--- src/rtl/cp0_tlb_regs.sv ---
// CP0 TLB-management register slice: Index, Random, EntryLo0/1, Context, PageMask,
// Wired, BadVAddr and EntryHi, feeding the MMU and capturing its TLBP/TLBR results.
module cp0_tlb_regs #(
  parameter int TLB_LINE  = 32,
  parameter int TLB_WIDTH = 5
) (
  input  logic        clk,
  input  logic        rst,
  input  logic        mtc0_we,
  input  logic [4:0]  mtc0_addr,
  input  logic [2:0]  mtc0_sel,
  input  logic [31:0] mtc0_wdata,
  input  logic [4:0]  mfc0_addr,
  input  logic [2:0]  mfc0_sel,
  output logic [31:0] mfc0_rdata,
  input  logic        tlbp,
  input  logic        tlbr,
  input  logic        tlbwi,
  input  logic        tlbwr,
  input  logic [31:0] tlbp_index,
  input  logic [31:0] tlbr_pagemask,
  input  logic [31:0] tlbr_entrylo0,
  input  logic [31:0] tlbr_entrylo1,
  input  logic [31:0] tlbr_entryhi,
  input  logic        exc_tlb,
  input  logic        addr_exc,
  input  logic [31:0] exc_badvaddr,
  output logic [31:0] index_o,
  output logic [31:0] random_o,
  output logic [31:0] entrylo0_o,
  output logic [31:0] entrylo1_o,
  output logic [31:0] entryhi_o,
  output logic [31:0] pagemask_o
);
  localparam logic [TLB_WIDTH-1:0] RAND_TOP = TLB_WIDTH'(TLB_LINE - 1);
  localparam logic [4:0] REG_INDEX    = 5'd0;
  localparam logic [4:0] REG_RANDOM   = 5'd1;
  localparam logic [4:0] REG_ENTRYLO0 = 5'd2;
  localparam logic [4:0] REG_ENTRYLO1 = 5'd3;
  localparam logic [4:0] REG_CONTEXT  = 5'd4;
  localparam logic [4:0] REG_PAGEMASK = 5'd5;
  localparam logic [4:0] REG_WIRED    = 5'd6;
  localparam logic [4:0] REG_BADVADDR = 5'd8;
  localparam logic [4:0] REG_ENTRYHI  = 5'd10;

  logic                 index_p;
  logic [TLB_WIDTH-1:0] index_idx;
  logic [TLB_WIDTH-1:0] random_r;
  logic [TLB_WIDTH-1:0] random_nxt;
  logic [TLB_WIDTH-1:0] wired_r;
  logic [25:0]          entrylo0_r;
  logic [25:0]          entrylo1_r;
  logic [8:0]           ctx_base;
  logic [18:0]          ctx_badvpn2;
  logic [15:0]          pagemask_r;
  logic [31:0]          badvaddr_r;
  logic [18:0]          entryhi_vpn2;
  logic [7:0]           entryhi_asid;

  logic exc_any, tlb_op, do_tlbp, do_tlbr, do_mtc0;
  logic wr_index, wr_lo0, wr_lo1, wr_ctx, wr_pagemask, wr_wired, wr_entryhi;
  logic [31:0] context_val, wired_val;
  logic unused_ok;

  // A committing exception flushes its instruction, so it masks TLB ops and MTC0;
  // a TLB instruction in turn masks a concurrent MTC0.
  assign exc_any = exc_tlb | addr_exc;
  assign tlb_op  = tlbp | tlbr | tlbwi | tlbwr;
  assign do_tlbp = tlbp & ~exc_any;
  assign do_tlbr = tlbr & ~exc_any;
  assign do_mtc0 = mtc0_we & (mtc0_sel == 3'd0) & ~exc_any & ~tlb_op;

  assign wr_index    = do_mtc0 & (mtc0_addr == REG_INDEX);
  assign wr_lo0      = do_mtc0 & (mtc0_addr == REG_ENTRYLO0);
  assign wr_lo1      = do_mtc0 & (mtc0_addr == REG_ENTRYLO1);
  assign wr_ctx      = do_mtc0 & (mtc0_addr == REG_CONTEXT);
  assign wr_pagemask = do_mtc0 & (mtc0_addr == REG_PAGEMASK);
  assign wr_wired    = do_mtc0 & (mtc0_addr == REG_WIRED);
  assign wr_entryhi  = do_mtc0 & (mtc0_addr == REG_ENTRYHI);

  // Random counts down through the non-wired entries and wraps to the top.
  always_comb begin
    random_nxt = random_r - 1'b1;
    if (wr_wired || wired_r >= RAND_TOP || random_r <= wired_r) random_nxt = RAND_TOP;
  end

  always_ff @(posedge clk) begin
    if (rst) begin
      index_p      <= 1'b0;
      index_idx    <= '0;
      random_r     <= RAND_TOP;
      wired_r      <= '0;
      entrylo0_r   <= '0;
      entrylo1_r   <= '0;
      ctx_base     <= '0;
      ctx_badvpn2  <= '0;
      pagemask_r   <= '0;
      badvaddr_r   <= '0;
      entryhi_vpn2 <= '0;
      entryhi_asid <= '0;
    end else begin
      random_r <= random_nxt;
      if (exc_any) badvaddr_r <= exc_badvaddr;
      if (exc_tlb) begin
        entryhi_vpn2 <= exc_badvaddr[31:13];
        ctx_badvpn2  <= exc_badvaddr[31:13];
      end
      if (do_tlbp) begin
        index_p   <= tlbp_index[31];
        index_idx <= tlbp_index[TLB_WIDTH-1:0];
      end
      if (do_tlbr) begin
        pagemask_r   <= tlbr_pagemask[28:13];
        entrylo0_r   <= tlbr_entrylo0[25:0];
        entrylo1_r   <= tlbr_entrylo1[25:0];
        entryhi_vpn2 <= tlbr_entryhi[31:13];
        entryhi_asid <= tlbr_entryhi[7:0];
      end
      if (wr_index)    index_idx  <= mtc0_wdata[TLB_WIDTH-1:0];
      if (wr_lo0)      entrylo0_r <= mtc0_wdata[25:0];
      if (wr_lo1)      entrylo1_r <= mtc0_wdata[25:0];
      if (wr_ctx)      ctx_base   <= mtc0_wdata[31:23];
      if (wr_pagemask) pagemask_r <= mtc0_wdata[28:13];
      if (wr_wired)    wired_r    <= mtc0_wdata[TLB_WIDTH-1:0];
      if (wr_entryhi) begin
        entryhi_vpn2 <= mtc0_wdata[31:13];
        entryhi_asid <= mtc0_wdata[7:0];
      end
    end
  end

  always_comb begin
    index_o                  = '0;
    index_o[31]              = index_p;
    index_o[TLB_WIDTH-1:0]   = index_idx;
    random_o                 = '0;
    random_o[TLB_WIDTH-1:0]  = random_r;
    wired_val                = '0;
    wired_val[TLB_WIDTH-1:0] = wired_r;
  end

  assign entrylo0_o  = {6'b0, entrylo0_r};
  assign entrylo1_o  = {6'b0, entrylo1_r};
  assign entryhi_o   = {entryhi_vpn2, 5'b0, entryhi_asid};
  assign pagemask_o  = {3'b0, pagemask_r, 13'b0};
  assign context_val = {ctx_base, ctx_badvpn2, 4'b0};

  always_comb begin
    mfc0_rdata = '0;
    if (mfc0_sel == 3'd0) begin
      case (mfc0_addr)
        REG_INDEX:    mfc0_rdata = index_o;
        REG_RANDOM:   mfc0_rdata = random_o;
        REG_ENTRYLO0: mfc0_rdata = entrylo0_o;
        REG_ENTRYLO1: mfc0_rdata = entrylo1_o;
        REG_CONTEXT:  mfc0_rdata = context_val;
        REG_PAGEMASK: mfc0_rdata = pagemask_o;
        REG_WIRED:    mfc0_rdata = wired_val;
        REG_BADVADDR: mfc0_rdata = badvaddr_r;
        REG_ENTRYHI:  mfc0_rdata = entryhi_o;
        default:      mfc0_rdata = '0;
      endcase
    end
  end

  assign unused_ok = ^{mtc0_wdata, tlbp_index, tlbr_pagemask, tlbr_entrylo0,
                       tlbr_entrylo1, tlbr_entryhi, exc_badvaddr};
endmodule
--- config.mk ---
export PLATFORM = sky130hd
export DESIGN_NAME = cp0_tlb_regs
export DESIGN_NICKNAME = d
export VERILOG_FILES = /design/src/rtl/cp0_tlb_regs.sv
export SDC_FILE = /design/constraint.sdc
export NUM_CORES = 1
export LEC_CHECK = 0
export ABC_AREA = 1
export CORE_AREA = 2 2 182 184
export DETAILED_ROUTE_END_ITERATION = 6
export DIE_AREA = 0 0 184 186
export GPL_ROUTABILITY_DRIVEN = 0
export GPL_TIMING_DRIVEN = 0
export PLACE_DENSITY = 0.66
export SETUP_SLACK_MARGIN = 0.5
export SLEW_MARGIN = 40
export SYNTH_ARGS = -nofsm -noshare
export SYNTH_HDL_FRONTEND = slang
export SYNTH_SLANG_ARGS = --single-unit
--- constraint.sdc ---
create_clock -name clk -period 2.6 [get_ports clk]
set_clock_uncertainty 0.05 [all_clocks]
set_input_delay 0.39 -clock clk [delete_from_list [all_inputs] [get_ports clk]]
set_output_delay 0.39 -clock clk [all_outputs]
set_load 0.05 [all_outputs]
==> After elaboration in Yosys (flattened, before gate mapping) <==
Cells that the tools add are included.
{ "classes": {"mul": 0, "n_bitwise": 18, "div": 0, "muxes": 15, "eq_ne": 14, "order_cmp": 2, "n_reduce_logical": 13, "n_shift": 0, "addsub": 1} }
{ "ops": {"columns": ["op", "count"], "rows": [
  ["32-bit case mux with 9 select lines", 1],
  ["26-bit two-way mux", 4],
  ["19-bit two-way mux", 3],
  ["16-bit two-way mux", 2],
  ["32-bit two-way mux", 1],
  ["5-bit by 3-bit equality test with 1-bit output, second input constant", 6],
  ["5-bit by 2-bit equality test with 1-bit output, second input constant", 4],
  ["8-bit two-way mux", 2],
  ["5-bit by 4-bit equality test with 1-bit output, second input constant", 3],
  ["1-bit AND", 12],
  ["5-bit logical NOT", 2],
  ["5-bit two-way mux", 2],
  ["2-bit nonzero test", 5],
  ["3-bit logical NOT", 2],
  ["5-bit by 1-bit equality test with 1-bit output, second input constant", 1],
  ["5-bit >= comparator, second input constant", 1],
  ["5-bit less-or-equal comparator", 1],
  ["5-bit by 1-bit subtractor with 5-bit output, second input constant", 1],
  ["1-bit OR", 4],
  ["3-bit nonzero test", 1],
  ["1-bit logical OR", 2],
  ["1-bit NOT", 2],
  ["2-bit OR reduction", 1]
]} }
{ "totals": {"ram_bits": 0, "n_memories": 0, "latchBits": 0, "out_inout_bits": 224, "wordCells": 75, "inputBits": 249, "mem_bits_ro": 0, "regBits": 171} }

==> Logic depth before layout (Yosys ltp) <==
Gate-level depths: netlist (run 1).
{ "depth": {"word_depth": 9, "depth_mapped": 11} }

==> Worst setup path after synthesis (run 1) <==
OpenSTA, ideal clock, no wires.
{ "synth_timing": {"path_type": "input -> output", "startpoint": "input mfc0_addr[2]", "endpoint": "output mfc0_rdata[4]", "path_slack_ps": 97, "path_stages": 8, "t_arrival_ps": 2063, "required_ps": 2160, "path_buffers": 1, "path_cell_list": "nor2_1 -> nand2_1 -> nor2_4 -> buf_4 -> nand2_1 -> o21ai_0 -> nor2_1 -> a21oi_1"} }
{ "synth_via": {"elab_chain_len": 3} }
{ "synth_rtl": {"columns": ["item", "line", "text"], "rows": [
  ["start, declared", "13", "input logic [4:0] mfc0_addr,"],
  ["5-bit by 4-bit equality test with 1-bit output (tied with other cells)", "151", "case (mfc0_addr)"],
  ["32-bit case mux with 9 select lines *", "151", null],
  ["32-bit two-way mux *", "150", "if (mfc0_sel == 3'd0) begin"],
  ["end, declared", "15", "output logic [31:0] mfc0_rdata,"]
]} }
Mark *: on every way between the ends. The rest lies on a longest branch, timed or not.

==> Final worst setup path (run 1) <==
{ "layout_timing": {"startpoint": "input mfc0_addr[4]", "endpoint": "output mfc0_rdata[25]"} }
The elaborated chain is that of the path after synthesis.

==> parameters.txt, run 1 <==
Parameter                              Value

Outcome
  Run status ... complete, no violations

Finish
  Syn-to-layout area delta ... 59.12%
  Most frequent standard cell in the layout excluding fill and tap cells ... sky130_fd_sc_hd__nand2_1
  Utilization of the core after routing ... 50.52%
  Highest-count cells in the layout ignoring fill and taps ... 406 x sky130_fd_sc_hd__nand2_1, 349 x sky130_fd_sc_hd__nor2_1, 221 x sky130_fd_sc_hd__clkdlybuf4s50_1
  Number of nets in the layout ... 2,396
  Share of final-layout standard cells stronger than drive strength 1 ... 17.60%
  Summed area of non-filler cells in the final layout ... 16,270 sq um

CTS
  Clock-pin slew on the worst setup and hold paths ... 0.06 ns
  Sink Count ... 171
  Root buf cell ... sky130_fd_sc_hd__clkbuf_16
  CTS tree ... built
  Total CTS buffers ... 17
  H-tree depth reported by CTS ... 4
  Clk_lat worst skew ... 0.43 ns
  Max Buffers Root-to-Sink ... 2

Yosys
  Sequential share of the synthesized area ... 33.48%
  Post-synthesis instance area ... 10,230 sq um
  Cell types occupying the most area after synthesis ... sky130_fd_sc_hd__dfxtp_1 33%, sky130_fd_sc_hd__nand2_1 16%, sky130_fd_sc_hd__nor2_1 14%
  Post-Synthesis Cells ... 1,672
  Number of synthesized register bits ... 171
  Mean area per synthesized cell ... 6.116 sq um
  Cell variety after synth ... 33
  Synth area leader ... sky130_fd_sc_hd__dfxtp_1
  Fraction of synthesized cell area taken by the top area cell type ... 33.48%
  Yosys warnings ... 0

Timing
  Final-report setup violation count ... 0
  Upper clock frequency limit ... 420.7 MHz
  Final count of pins violating max slew ... 0
  Worst-margin pin slew ... 0.7330 ns
  Post-Route Setup TNS ... 0 ns
  Final worst path period need ... 2.377 ns
  Worst path setup slack after routing ... 0.2230 ns
  Setup repair after global routing missed its margin ... true
  Count of final hold-check violations ... 0
  Worst-case headroom to the max-slew limit ... 50.76%
  Final worst path period share ... 91.42%

Global route
  Residual overflow from global routing ... 0
  Maximum number of pins on one net before global-route repair ... 17
  Number of antenna violations at the first check in global routing ... 7
  Total global-route track usage ... 29.41%
  Wire length of the first global-routing pass ... 74,510 um
  Vias in the first global route ... 12,160

Routing
  DRC Markers ... 0
  Routed length on met3 ... 5953 um
  Antenna-violating nets left ... 0
  Amount of wire on met2 after detailed routing ... 23,480 um
  Overall routed net length ... 51,980 um
  Via count ... 13,067
  Highest Signal Layer ... met5
  Met1 wire length ... 19,920 um
  Mean number of vias per cell ... 5.090
  Drt first pass iters ... 6
  Wire length per cell after detailed routing ... 20.25 um
  Iteration-0 DRC Markers ... 1,255

Pwr
  Pleak ... 7.761 nW
  Worst IR Drop VDD ... 0.3457 mV
  Post-layout power ... 7.477 mW
  Cell Pwr Density ... 459.5 nW/um^2

Worst setup path
  Category of the most critical setup path ... in2out
  Worst path arrival time ... 1.94 ns
  Cell with the most instances on the worst path ... sky130_fd_sc_hd__buf_8
  Cell Chain, Critical Path ... buf_8 -> nor2_4 -> buf_4 -> nand3_4 -> clkbuf_16 -> o211ai_1 -> o21a_4 -> buf_8
  Startpoint kind of the worst setup timing path ... input pin
  Category of cells accounting for the largest share of critical-path delay ... buffers and inverters
  Kind of capture point of the worst setup path ... primary output
  Crit path largest cell delay ... 0.36 ns
  Critical-path maximum fanout ... 5
  CP max-delay cell ... sky130_fd_sc_hd__o211ai_1
  Endpoint required time on the critical path ... 2.16 ns
  Buf/Inv on CP ... 4

Placement
  Total placed instance area ... 14,500 sq um
  Half-perimeter wire length after detailed placement ... 39,810 um
  Post-Place Setup Slack ... -1.260 ns
  Count of port buffers added during placement ... 326

Floorplanning
  Area of the core ... 32,210 sq um
  Die ar. ... 34,220 sq um
  Row Count ... 66
  Top Ports ... 473
  Die Height ... 186 um
  Starting Density ... 31.75%
  Die Span X ... 184 um

Run
  Maxcap violations ... 0

Worst hold path
  Class of the worst hold path ... reg2reg
-- registers in the layout (all words and copies together), names as in the netlist, 8 cells and up --
| name | cells |
|---|---|
| entryhi_asid | 8 |
| badvaddr_r | 32 |
| entrylo1_r | 26 |
| ctx_base | 9 |
| entryhi_vpn2 | 19 |
| ctx_badvpn2 | 19 |
| entrylo0_r | 26 |
| pagemask_r | 16 |
-- path summary, 6_finish.rpt --
check                                             from                      to  slack (ns)  depth (start not counted)
worst max register to register  random_r[3]$_SDFF_PP1_  random_r[4]$_SDFF_PP1_        0.87                          7
worst min register to register  random_r[0]$_SDFF_PP1_  random_r[0]$_SDFF_PP1_        0.41                          1
worst min-delay path            random_r[0]$_SDFF_PP1_  random_r[0]$_SDFF_PP1_        0.41                          1
worst max-delay path                      mfc0_addr[4]          mfc0_rdata[25]        0.22                          8
-- cells by family after synthesis --
| kind of cell | after synthesis | share of synthesized area, % |
|---|---|---|
| xor+xnor | 3 | 0.2570 |
| other cells | 1 | 0.03667 |
| compound gates | 160 | 8.418 |
| fa+ha+maj | 6 | 0.7341 |
| flops | 171 | 33.48 |
| simple gates | 1016 | 41.34 |
| buf+inv | 315 | 15.73 |
-- what timing repair did --
action / 4_1_cts / 5_1_grt
resized for setup: 466 / 79
buffers inserted: 23 / 8
setup endpoints to repair: 192 / 164
pin swaps: 39 / 22
hold buffers: 0 / 0
cloned: 7 / 0
-- metrics by stage --
step / hold slack, ns / std cells
3_5_place_dp: 0.3721 / 2492
2_1_floorplan: 0.3910 / 1757
5_1_grt: 0.4124 / 2565
3_3_place_gp: 0.3639 / 2491
4_1_cts: 0.3879 / 2554
6_report: 0.4074 / 2567
-- cells in the mapped netlist --
cell type / count
sky130_fd_sc_hd__dfxtp_1: 171
sky130_fd_sc_hd__a21boi_4: 1
sky130_fd_sc_hd__inv_2: 4
sky130_fd_sc_hd__nand3_1: 103
sky130_fd_sc_hd__o21ai_0: 101
sky130_fd_sc_hd__nand3b_1: 1
sky130_fd_sc_hd__xor2_1: 2
sky130_fd_sc_hd__or3_1: 1
sky130_fd_sc_hd__o21a_1: 5
sky130_fd_sc_hd__nand3_2: 1
sky130_fd_sc_hd__o22ai_1: 5
sky130_fd_sc_hd__a21oi_1: 35
sky130_fd_sc_hd__nand4_1: 77
sky130_fd_sc_hd__buf_6: 3
sky130_fd_sc_hd__nor2_2: 3
sky130_fd_sc_hd__nor3_1: 17
sky130_fd_sc_hd__nor2_1: 379
sky130_fd_sc_hd__a31oi_1: 4
sky130_fd_sc_hd__xnor2_1: 1
sky130_fd_sc_hd__nand2_1: 425
sky130_fd_sc_hd__clkbuf_1: 39
sky130_fd_sc_hd__nand2_2: 4
sky130_fd_sc_hd__buf_2: 41
sky130_fd_sc_hd__conb_1: 1
sky130_fd_sc_hd__ha_1: 6
sky130_fd_sc_hd__clkinv_1: 2
sky130_fd_sc_hd__buf_4: 94
sky130_fd_sc_hd__o211ai_1: 9
sky130_fd_sc_hd__inv_1: 125
sky130_fd_sc_hd__nor2_4: 3
sky130_fd_sc_hd__nor3_2: 1
sky130_fd_sc_hd__nor3_4: 1
sky130_fd_sc_hd__buf_1: 7
-- area by class of cell --
cell class              count  area (sq um)
repair buffers            365          3736
multi-input cells        1271          6142
clock buffers              21         470.5
plain buffers             184          1314
clock inverters            11         158.9
flip-flops and latches    171          3423
diodes                      5         12.51
well taps                 408         510.5
inverters                 131         504.2
fillers                  3168         15930
-- metal layers --
layer,vias up,GRT usage (%)
li1,6074,-
met5,-,0
met4,2,13.34
met1,5951,35.63
met2,874,48.33
met3,166,8.472
-- report_power, final --
part / internal, mW / leakage, nW / switching, mW
Sequential: 2.75 / 1.40 / 0.0981
Combinational: 0.653 / 6.05 / 1.18
Clock: 1.61 / 0.304 / 1.19
Total: 5.01 / 7.76 / 2.47
Note: power is estimated with default switching activity, not from simulation.
==> inputs of run 2 (changes only) <==
--- a/config.mk
+++ b/config.mk
@@ -12,6 +12,7 @@
 export GPL_ROUTABILITY_DRIVEN = 0
 export GPL_TIMING_DRIVEN = 0
 export PLACE_DENSITY = 0.66
+export RECOVER_POWER = 25
 export SETUP_SLACK_MARGIN = 0.5
 export SLEW_MARGIN = 40
 export SYNTH_ARGS = -nofsm -noshare
==> run 2 against run 1 <==
Against the previous run:
- clock power hardly changed
- combinational power hardly changed
- via count hardly changed
- utilization is 0.64 points lower
- maximum frequency hardly changed
- register-to-register slack hardly changed
- flip-flop and latch count stayed put
- critical path type unchanged
==> parameters.txt, run 2 (synthesis results as in run 1) <==
Parameter                              Value

Outcome
  Run status ... complete, no violations

CTS
  Total CTS buffers ... 17 (unchanged)
  Clock-pin slew on the worst setup and hold paths ... 0.07 ns (about the same)
  Clk_lat worst skew ... 0.43 ns (about the same)
  Max Buffers Root-to-Sink ... 2 (unchanged)
  CTS tree ... built
  Post-cts hold buffer count ... 0 (unchanged)
  Root buf cell ... sky130_fd_sc_hd__clkbuf_16
  Sink Count ... 171 (unchanged)
  H-tree depth reported by CTS ... 4 (unchanged)

Floorplanning
  Die ar. ... 34,220 sq um (unchanged)
  Row Count ... 66 (unchanged)
  Die Height ... 186 um (unchanged)
  Starting Density ... 31.75% (unchanged)
  Area of the core ... 32,210 sq um (unchanged)
  Top Ports ... 473 (unchanged)
  Die Span X ... 184 um (unchanged)

Global route
  Number of antenna violations at the first check in global routing ... 7 (unchanged)
  Wire length of the first global-routing pass ... 74,510 um (unchanged)
  Total global-route track usage ... 29.41% (unchanged)
  Maximum number of pins on one net before global-route repair ... 17 (unchanged)
  Vias in the first global route ... 12,160 (unchanged)
  Residual overflow from global routing ... 0 (unchanged)

Worst setup path
  Kind of capture point of the worst setup path ... primary output
  Category of the most critical setup path ... in2out
  Startpoint kind of the worst setup timing path ... input pin
  Critical-path maximum fanout ... 5 (unchanged)
  Endpoint required time on the critical path ... 2.16 ns (about the same)
  Worst path arrival time ... 1.94 ns (about the same)

Timing
  Worst-case headroom to the max-slew limit ... 51.04% (+0.29 points)
  Count of final hold-check violations ... 0 (unchanged)
  Final worst path period share ... 91.40% (about the same)
  Final-report setup violation count ... 0 (unchanged)
  Worst-margin pin slew ... 0.7288 ns (-0.004275 ns)
  Final count of pins violating max slew ... 0 (unchanged)
  Final worst path period need ... 2.376 ns (-0.0005060 ns)
  Upper clock frequency limit ... 420.8 MHz (about the same)
  Setup repair after global routing missed its margin ... true

Routing
  Drt first pass iters ... 7 (+1)
  DRC Markers ... 0 (unchanged)
  Iteration-0 DRC Markers ... 1,156 (-7.9%)
  Overall routed net length ... 52,060 um (+0.16%)
  Wire length per cell after detailed routing ... 20.28 um (+0.16%)
  Mean number of vias per cell ... 5.087 (about the same)
  Via count ... 13,058 (-0.069%)
  Antenna-violating nets left ... 0 (unchanged)

Finish
  Number of cells in the finished layout apart from fillers ... 2,567 (unchanged)
  Share of final-layout standard cells stronger than drive strength 1 ... 17.46% (-0.14 points)
  Biggest registers after layout ... badvaddr_r (32), entrylo0_r (26), entrylo1_r (26)
  Register area ... 3423 sq um (unchanged)
  Filler cells ... 3,203 (+1.1%)
  Utilization of the core after routing ... 49.89% (-0.64 points)
  Most frequent standard cell in the layout excluding fill and tap cells ... sky130_fd_sc_hd__nand2_1
  Syn-to-layout area delta ... 57.12%
  Area used by multi-input combinational logic ... 6135 sq um (-0.12%)
  Most flop-heavy register ... badvaddr_r
  Number of nets in the layout ... 2,396 (unchanged)
  Highest-count cells in the layout ignoring fill and taps ... 406 x sky130_fd_sc_hd__nand2_1, 350 x sky130_fd_sc_hd__nor2_1, 220 x sky130_fd_sc_hd__clkdlybuf4s50_1
  Max reg flops ... 32 (unchanged)

Worst hold path
  Class of the worst hold path ... reg2reg

Placement
  Count of port buffers added during placement ... 326 (unchanged)
  Number of instances in the placed design ... 2,492 (unchanged)
  Half-perimeter wire length after detailed placement ... 39,810 um (unchanged)

Pwr
  Cell Pwr Density ... 463.6 nW/um^2 (+0.89%)
  Worst IR Drop VDD ... 0.3430 mV (-0.78%)
  Pleak ... 7.345 nW (-5.4%)

Run
  Maxcap violations ... 0 (unchanged)
==> run 2: what timing repair did <==
item                                    4_1_cts  5_1_grt
endpoints found under the setup margin      192      164
buffers inserted                             23        8
gates cloned                                  7        0
pin swaps                                    39       22
resized for setup                           466       79
==> run 2: where the power goes <==
part | internal, mW | switching, mW | total, mW
Clock | 1.61 | 1.18 | 2.79
Combinational | 0.632 | 1.18 | 1.81
Sequential | 2.75 | 0.0984 | 2.84
==> run 2: area by class of cell <==
class                      count  area share (%)
antenna                        5         0.07788
buffer                       184           8.169
clock buffer                  21           2.928
clock inverter                11          0.9890
inverter                     131           3.138
multi-input combinational   1271           38.18
sequential                   171           21.31
tap                          408           3.177
timing repair buffer         365           22.03
==> run 2: worst max-delay path, cell delays in order <==
cell                        delay, ns
sky130_fd_sc_hd__buf_8           0.10
sky130_fd_sc_hd__nor2_4          0.18
sky130_fd_sc_hd__nand4_1         0.18
sky130_fd_sc_hd__buf_6           0.18
sky130_fd_sc_hd__clkbuf_16       0.17
sky130_fd_sc_hd__o211ai_1        0.35
sky130_fd_sc_hd__o21a_4          0.22
sky130_fd_sc_hd__buf_8           0.15
==> run 2: final timing paths <==
| kind | startpoint | end | slack (ns) | cells past startpoint |
|---|---|---|---|---|
| worst min-delay path | random_r[0]$_SDFF_PP1_ | random_r[0]$_SDFF_PP1_ | 0.41 | 1 |
| worst min register to register | random_r[0]$_SDFF_PP1_ | random_r[0]$_SDFF_PP1_ | 0.41 | 1 |
| worst max-delay path | mfc0_addr[4] | mfc0_rdata[25] | 0.22 | 8 |
| worst max register to register | random_r[3]$_SDFF_PP1_ | random_r[4]$_SDFF_PP1_ | 0.86 | 7 |
==> run 2: routing by layer <==
metal	part of all wire, %	track usage, %	wire, um
met4	4.8	13.34	2522
met5	0.021	0	11
met3	11	8.472	5878
met1	39	35.63	20060
met2	45	48.33	23590
==> run 2: per-stage QoR <==
stage	TNS, ns	hold WS (ns)	power, mW	cell area (sq um)	worst slack, ns
CTS	0	0.3879	7.415	15990	0.3451
detailed placement	-50.19	0.3721	4.627	14500	-1.260
global route	0	0.4124	7.665	16060	0.2182
global placement	-49.35	0.3639	4.613	14500	-1.280
floorplan	0	0.3910	3.921	10720	0.3621
finish	0	0.4100	7.449	16070	0.2235
==> inputs of run 3 (changes only) <==
--- a/config.mk
+++ b/config.mk
@@ -6,12 +6,12 @@
 export NUM_CORES = 1
 export LEC_CHECK = 0
 export ABC_AREA = 1
-export CORE_AREA = 2 2 182 184
+export CORE_AREA = 2 2 184 186
 export DETAILED_ROUTE_END_ITERATION = 6
-export DIE_AREA = 0 0 184 186
+export DIE_AREA = 0 0 186 188
 export GPL_ROUTABILITY_DRIVEN = 0
 export GPL_TIMING_DRIVEN = 0
-export PLACE_DENSITY = 0.66
+export PLACE_DENSITY = 0.65
 export RECOVER_POWER = 25
 export SETUP_SLACK_MARGIN = 0.5
 export SLEW_MARGIN = 40
==> constraint.sdc (replaced) <==
create_clock -name clk -period 2.2 [get_ports clk]
set_clock_uncertainty 0.05 [all_clocks]
set_input_delay 0.33 -clock clk [delete_from_list [all_inputs] [get_ports clk]]
set_output_delay 0.33 -clock clk [all_outputs]
set_load 0.05 [all_outputs]
==> run 3 against run 2 <==
Against the previous run:
- via count is essentially flat
- largest cell class unchanged
- critical endpoint unchanged
- the run now ends with setup timing left
- cell count up 2.7%
- utilization grew 1.9 points
- setup slack worse by 0.27 ns
- critical path depth did not move
- first-iteration DRC count increased by 10%
- die area is 2.2% higher
==> parameters.txt, run 3 (synthesis results as in run 1) <==
Parameter                              Value

Outcome
  Run status ... finished with violations
  Violations in the final reports ... setup timing

Routing
  Via count ... 13,046 (-0.092%)
  Wire length per cell after detailed routing ... 20.08 um (-0.98%)
  Mean number of vias per cell ... 4.949 (-2.7%)
  DRC Markers ... 0 (unchanged)
  Drt first pass iters ... 7 (unchanged)
  Iteration-0 DRC Markers ... 1,272 (+10%)
  Overall routed net length ... 52,930 um (+1.7%)
  Antenna-violating nets left ... 0 (unchanged)

Worst setup path
  Critical-path maximum fanout ... 5 (unchanged)
  Register-to-register path setup slack ... 0.60 ns (-0.26 ns)
  RR Endpoint ... random_r[2]$_SDFF_PP1_
  Category of the most critical setup path ... in2out
  Worst r2r src ... wired_r[2]$_SDFFE_PP0P_
  R2R cell count ... 8 (+1)
  Kind of capture point of the worst setup path ... primary output
  Endpoint required time on the critical path ... 1.82 ns (-0.34 ns)
  End point of the critical path ... mfc0_rdata[25]
  Startpoint kind of the worst setup timing path ... input pin
  Worst path arrival time ... 1.86 ns (-0.08 ns)
  Worst setup path startpoint ... mfc0_addr[2]

Pwr
  Worst IR Drop VDD ... 0.3967 mV (+16%)
  Pleak ... 8.229 nW (+12%)
  Cell Pwr Density ... 517.0 nW/um^2 (+12%)
  Post-layout power ... 8.867 mW (+19%)

Global route
  Maximum number of pins on one net before global-route repair ... 17 (unchanged)
  Total global-route track usage ... 28.76% (-0.66 points)
  Vias in the first global route ... 12,091 (-0.57%)
  Residual overflow from global routing ... 0 (unchanged)
  Number of antenna violations at the first check in global routing ... 6 (-1)
  Wire length of the first global-routing pass ... 74,530 um (about the same)

CTS
  Root buf cell ... sky130_fd_sc_hd__clkbuf_16
  Clk_lat worst skew ... 0.44 ns (about the same)
  Clock-pin slew on the worst setup and hold paths ... 0.06 ns (about the same)
  Sink Count ... 171 (unchanged)
  Post-cts hold buffer count ... 0 (unchanged)
  Total CTS buffers ... 17 (unchanged)
  CTS tree ... built
  H-tree depth reported by CTS ... 4 (unchanged)
  Max Buffers Root-to-Sink ... 2 (unchanged)

Floorplanning
  Die Span X ... 186 um (+1.1%)
  Die Height ... 188 um (+1.1%)
  Starting Density ... 30.88% (-0.87 points)
  Row Count ... 67 (+1.5%)
  Top Ports ... 473 (unchanged)
  Die ar. ... 34,970 sq um (+2.2%)
  Area of the core ... 33,110 sq um (+2.8%)

Timing
  Final-report setup violation count ... 1 (+1)
  Worst-margin pin slew ... 0.6979 ns (-0.03091 ns)
  Final count of pins violating max slew ... 0 (unchanged)
  Final worst path period share ... 101.9%
  Final worst path period need ... 2.242 ns
  Hold slack final ... 0.3814 ns (-0.02860 ns)
  Worst-case headroom to the max-slew limit ... 53.68% (+2.6 points)
  Worst path setup slack after routing ... -0.04215 ns (-0.2657 ns)
  Setup repair after global routing missed its margin ... true
  Upper clock frequency limit ... 446.0 MHz
  Count of final hold-check violations ... 0 (unchanged)

Run
  Maxcap violations ... 0 (unchanged)

Finish
  Number of nets in the layout ... 2,425 (+1.2%)
  Highest-count cells in the layout ignoring fill and taps ... 384 x sky130_fd_sc_hd__nand2_1, 328 x sky130_fd_sc_hd__nor2_1, 170 x sky130_fd_sc_hd__clkdlybuf4s50_1
  Syn-to-layout area delta ... 67.72%
  Filler cells ... 3,210 (+0.22%)
  Number of cells in the finished layout apart from fillers ... 2,636 (+2.7%)
  Most flop-heavy register ... badvaddr_r
  Max reg flops ... 32 (unchanged)
  Biggest registers after layout ... badvaddr_r (32), entrylo0_r (26), entrylo1_r (26)
  Most frequent standard cell in the layout excluding fill and tap cells ... sky130_fd_sc_hd__nand2_1
  Summed area of non-filler cells in the final layout ... 17,150 sq um (+6.8%)
  Share of final-layout standard cells stronger than drive strength 1 ... 24.97% (+7.5 points)

Placement
  Post-Place Setup Slack ... -1.428 ns (-0.1683 ns)
  Half-perimeter wire length after detailed placement ... 40,250 um (+1.1%)
  Number of instances in the placed design ... 2,531 (+1.6%)
  Count of port buffers added during placement ... 326 (unchanged)
  Total placed instance area ... 14,830 sq um (+2.3%)

Worst hold path
  Class of the worst hold path ... reg2reg
==> run 3: timing repair <==
| item | 4_1_cts | 5_1_grt |
|---|---|---|
| buffers inserted | 34 | 20 |
| pin swaps | 55 | 66 |
| setup endpoints to repair | 267 | 207 |
| gates resized for setup | 663 | 240 |
| gates cloned | 8 | 6 |
==> run 3: layer usage <==
layer  wire (um)  up-vias  global-route usage [%]
met5          13        -                       0
met1       20400     5954                   36.49
li1            -     6143                       -
met3        5914      135                   6.720
met4        2354        2                   10.84
met2       24250      812                   47.08
==> run 3: stage by stage <==
stage	TNS (ns)	util, %
after CTS	0	49.79
after global placement	-85.08	44.80
after detailed placement	-84.85	44.80
after global routing	-0.09920	51.77
after floorplan	0	-
final	-0.04215	51.80
==> run 3: final cells by class <==
| class | instances | area (sq um) | area share (%) |
|---|---|---|---|
| clock inverters | 14 | 183.9 | 1.072 |
| multi-input cells | 1272 | 6570 | 38.31 |
| well taps | 448 | 560.5 | 3.268 |
| clock buffers | 18 | 429.2 | 2.502 |
| flip-flops and latches | 171 | 3432 | 20.01 |
| plain buffers | 184 | 1409 | 8.214 |
| repair buffers | 393 | 4038 | 23.54 |
| inverters | 131 | 516.7 | 3.013 |
| diodes | 5 | 12.51 | 0.07295 |
==> run 3: worst min path at each step <==
stage,startpoint,to,slack [ns],depth (start not counted)
2_1_floorplan,wired_r[4]$_SDFFE_PP0P_,wired_r[4]$_SDFFE_PP0P_,0.39,2
3_3_place_gp,random_r[0]$_SDFF_PP1_,random_r[0]$_SDFF_PP1_,0.36,1
3_5_place_dp,random_r[0]$_SDFF_PP1_,random_r[0]$_SDFF_PP1_,0.36,1
4_1_cts,random_r[0]$_SDFF_PP1_,random_r[0]$_SDFF_PP1_,0.38,1
5_1_grt,random_r[0]$_SDFF_PP1_,random_r[0]$_SDFF_PP1_,0.39,1
6_report,random_r[0]$_SDFF_PP1_,random_r[0]$_SDFF_PP1_,0.38,1
==> run 3: critical path, stage by stage <==
cell and delay, ns:
sky130_fd_sc_hd__buf_8 0.10, sky130_fd_sc_hd__nor2_4 0.19, sky130_fd_sc_hd__buf_6 0.13, sky130_fd_sc_hd__nand3_4 0.14
sky130_fd_sc_hd__clkbuf_16 0.22, sky130_fd_sc_hd__o211ai_1 0.36, sky130_fd_sc_hd__o21a_4 0.23, sky130_fd_sc_hd__buf_8 0.15
==> run 3: power breakdown <==
part           leakage [nW]  switching (mW)  total, mW  internal [mW]
clock                 0.292            1.46       3.28           1.82
combinational          6.53            1.43       2.22          0.789
sequential             1.40           0.118       3.36           3.25
total                  8.23            3.01       8.87           5.86
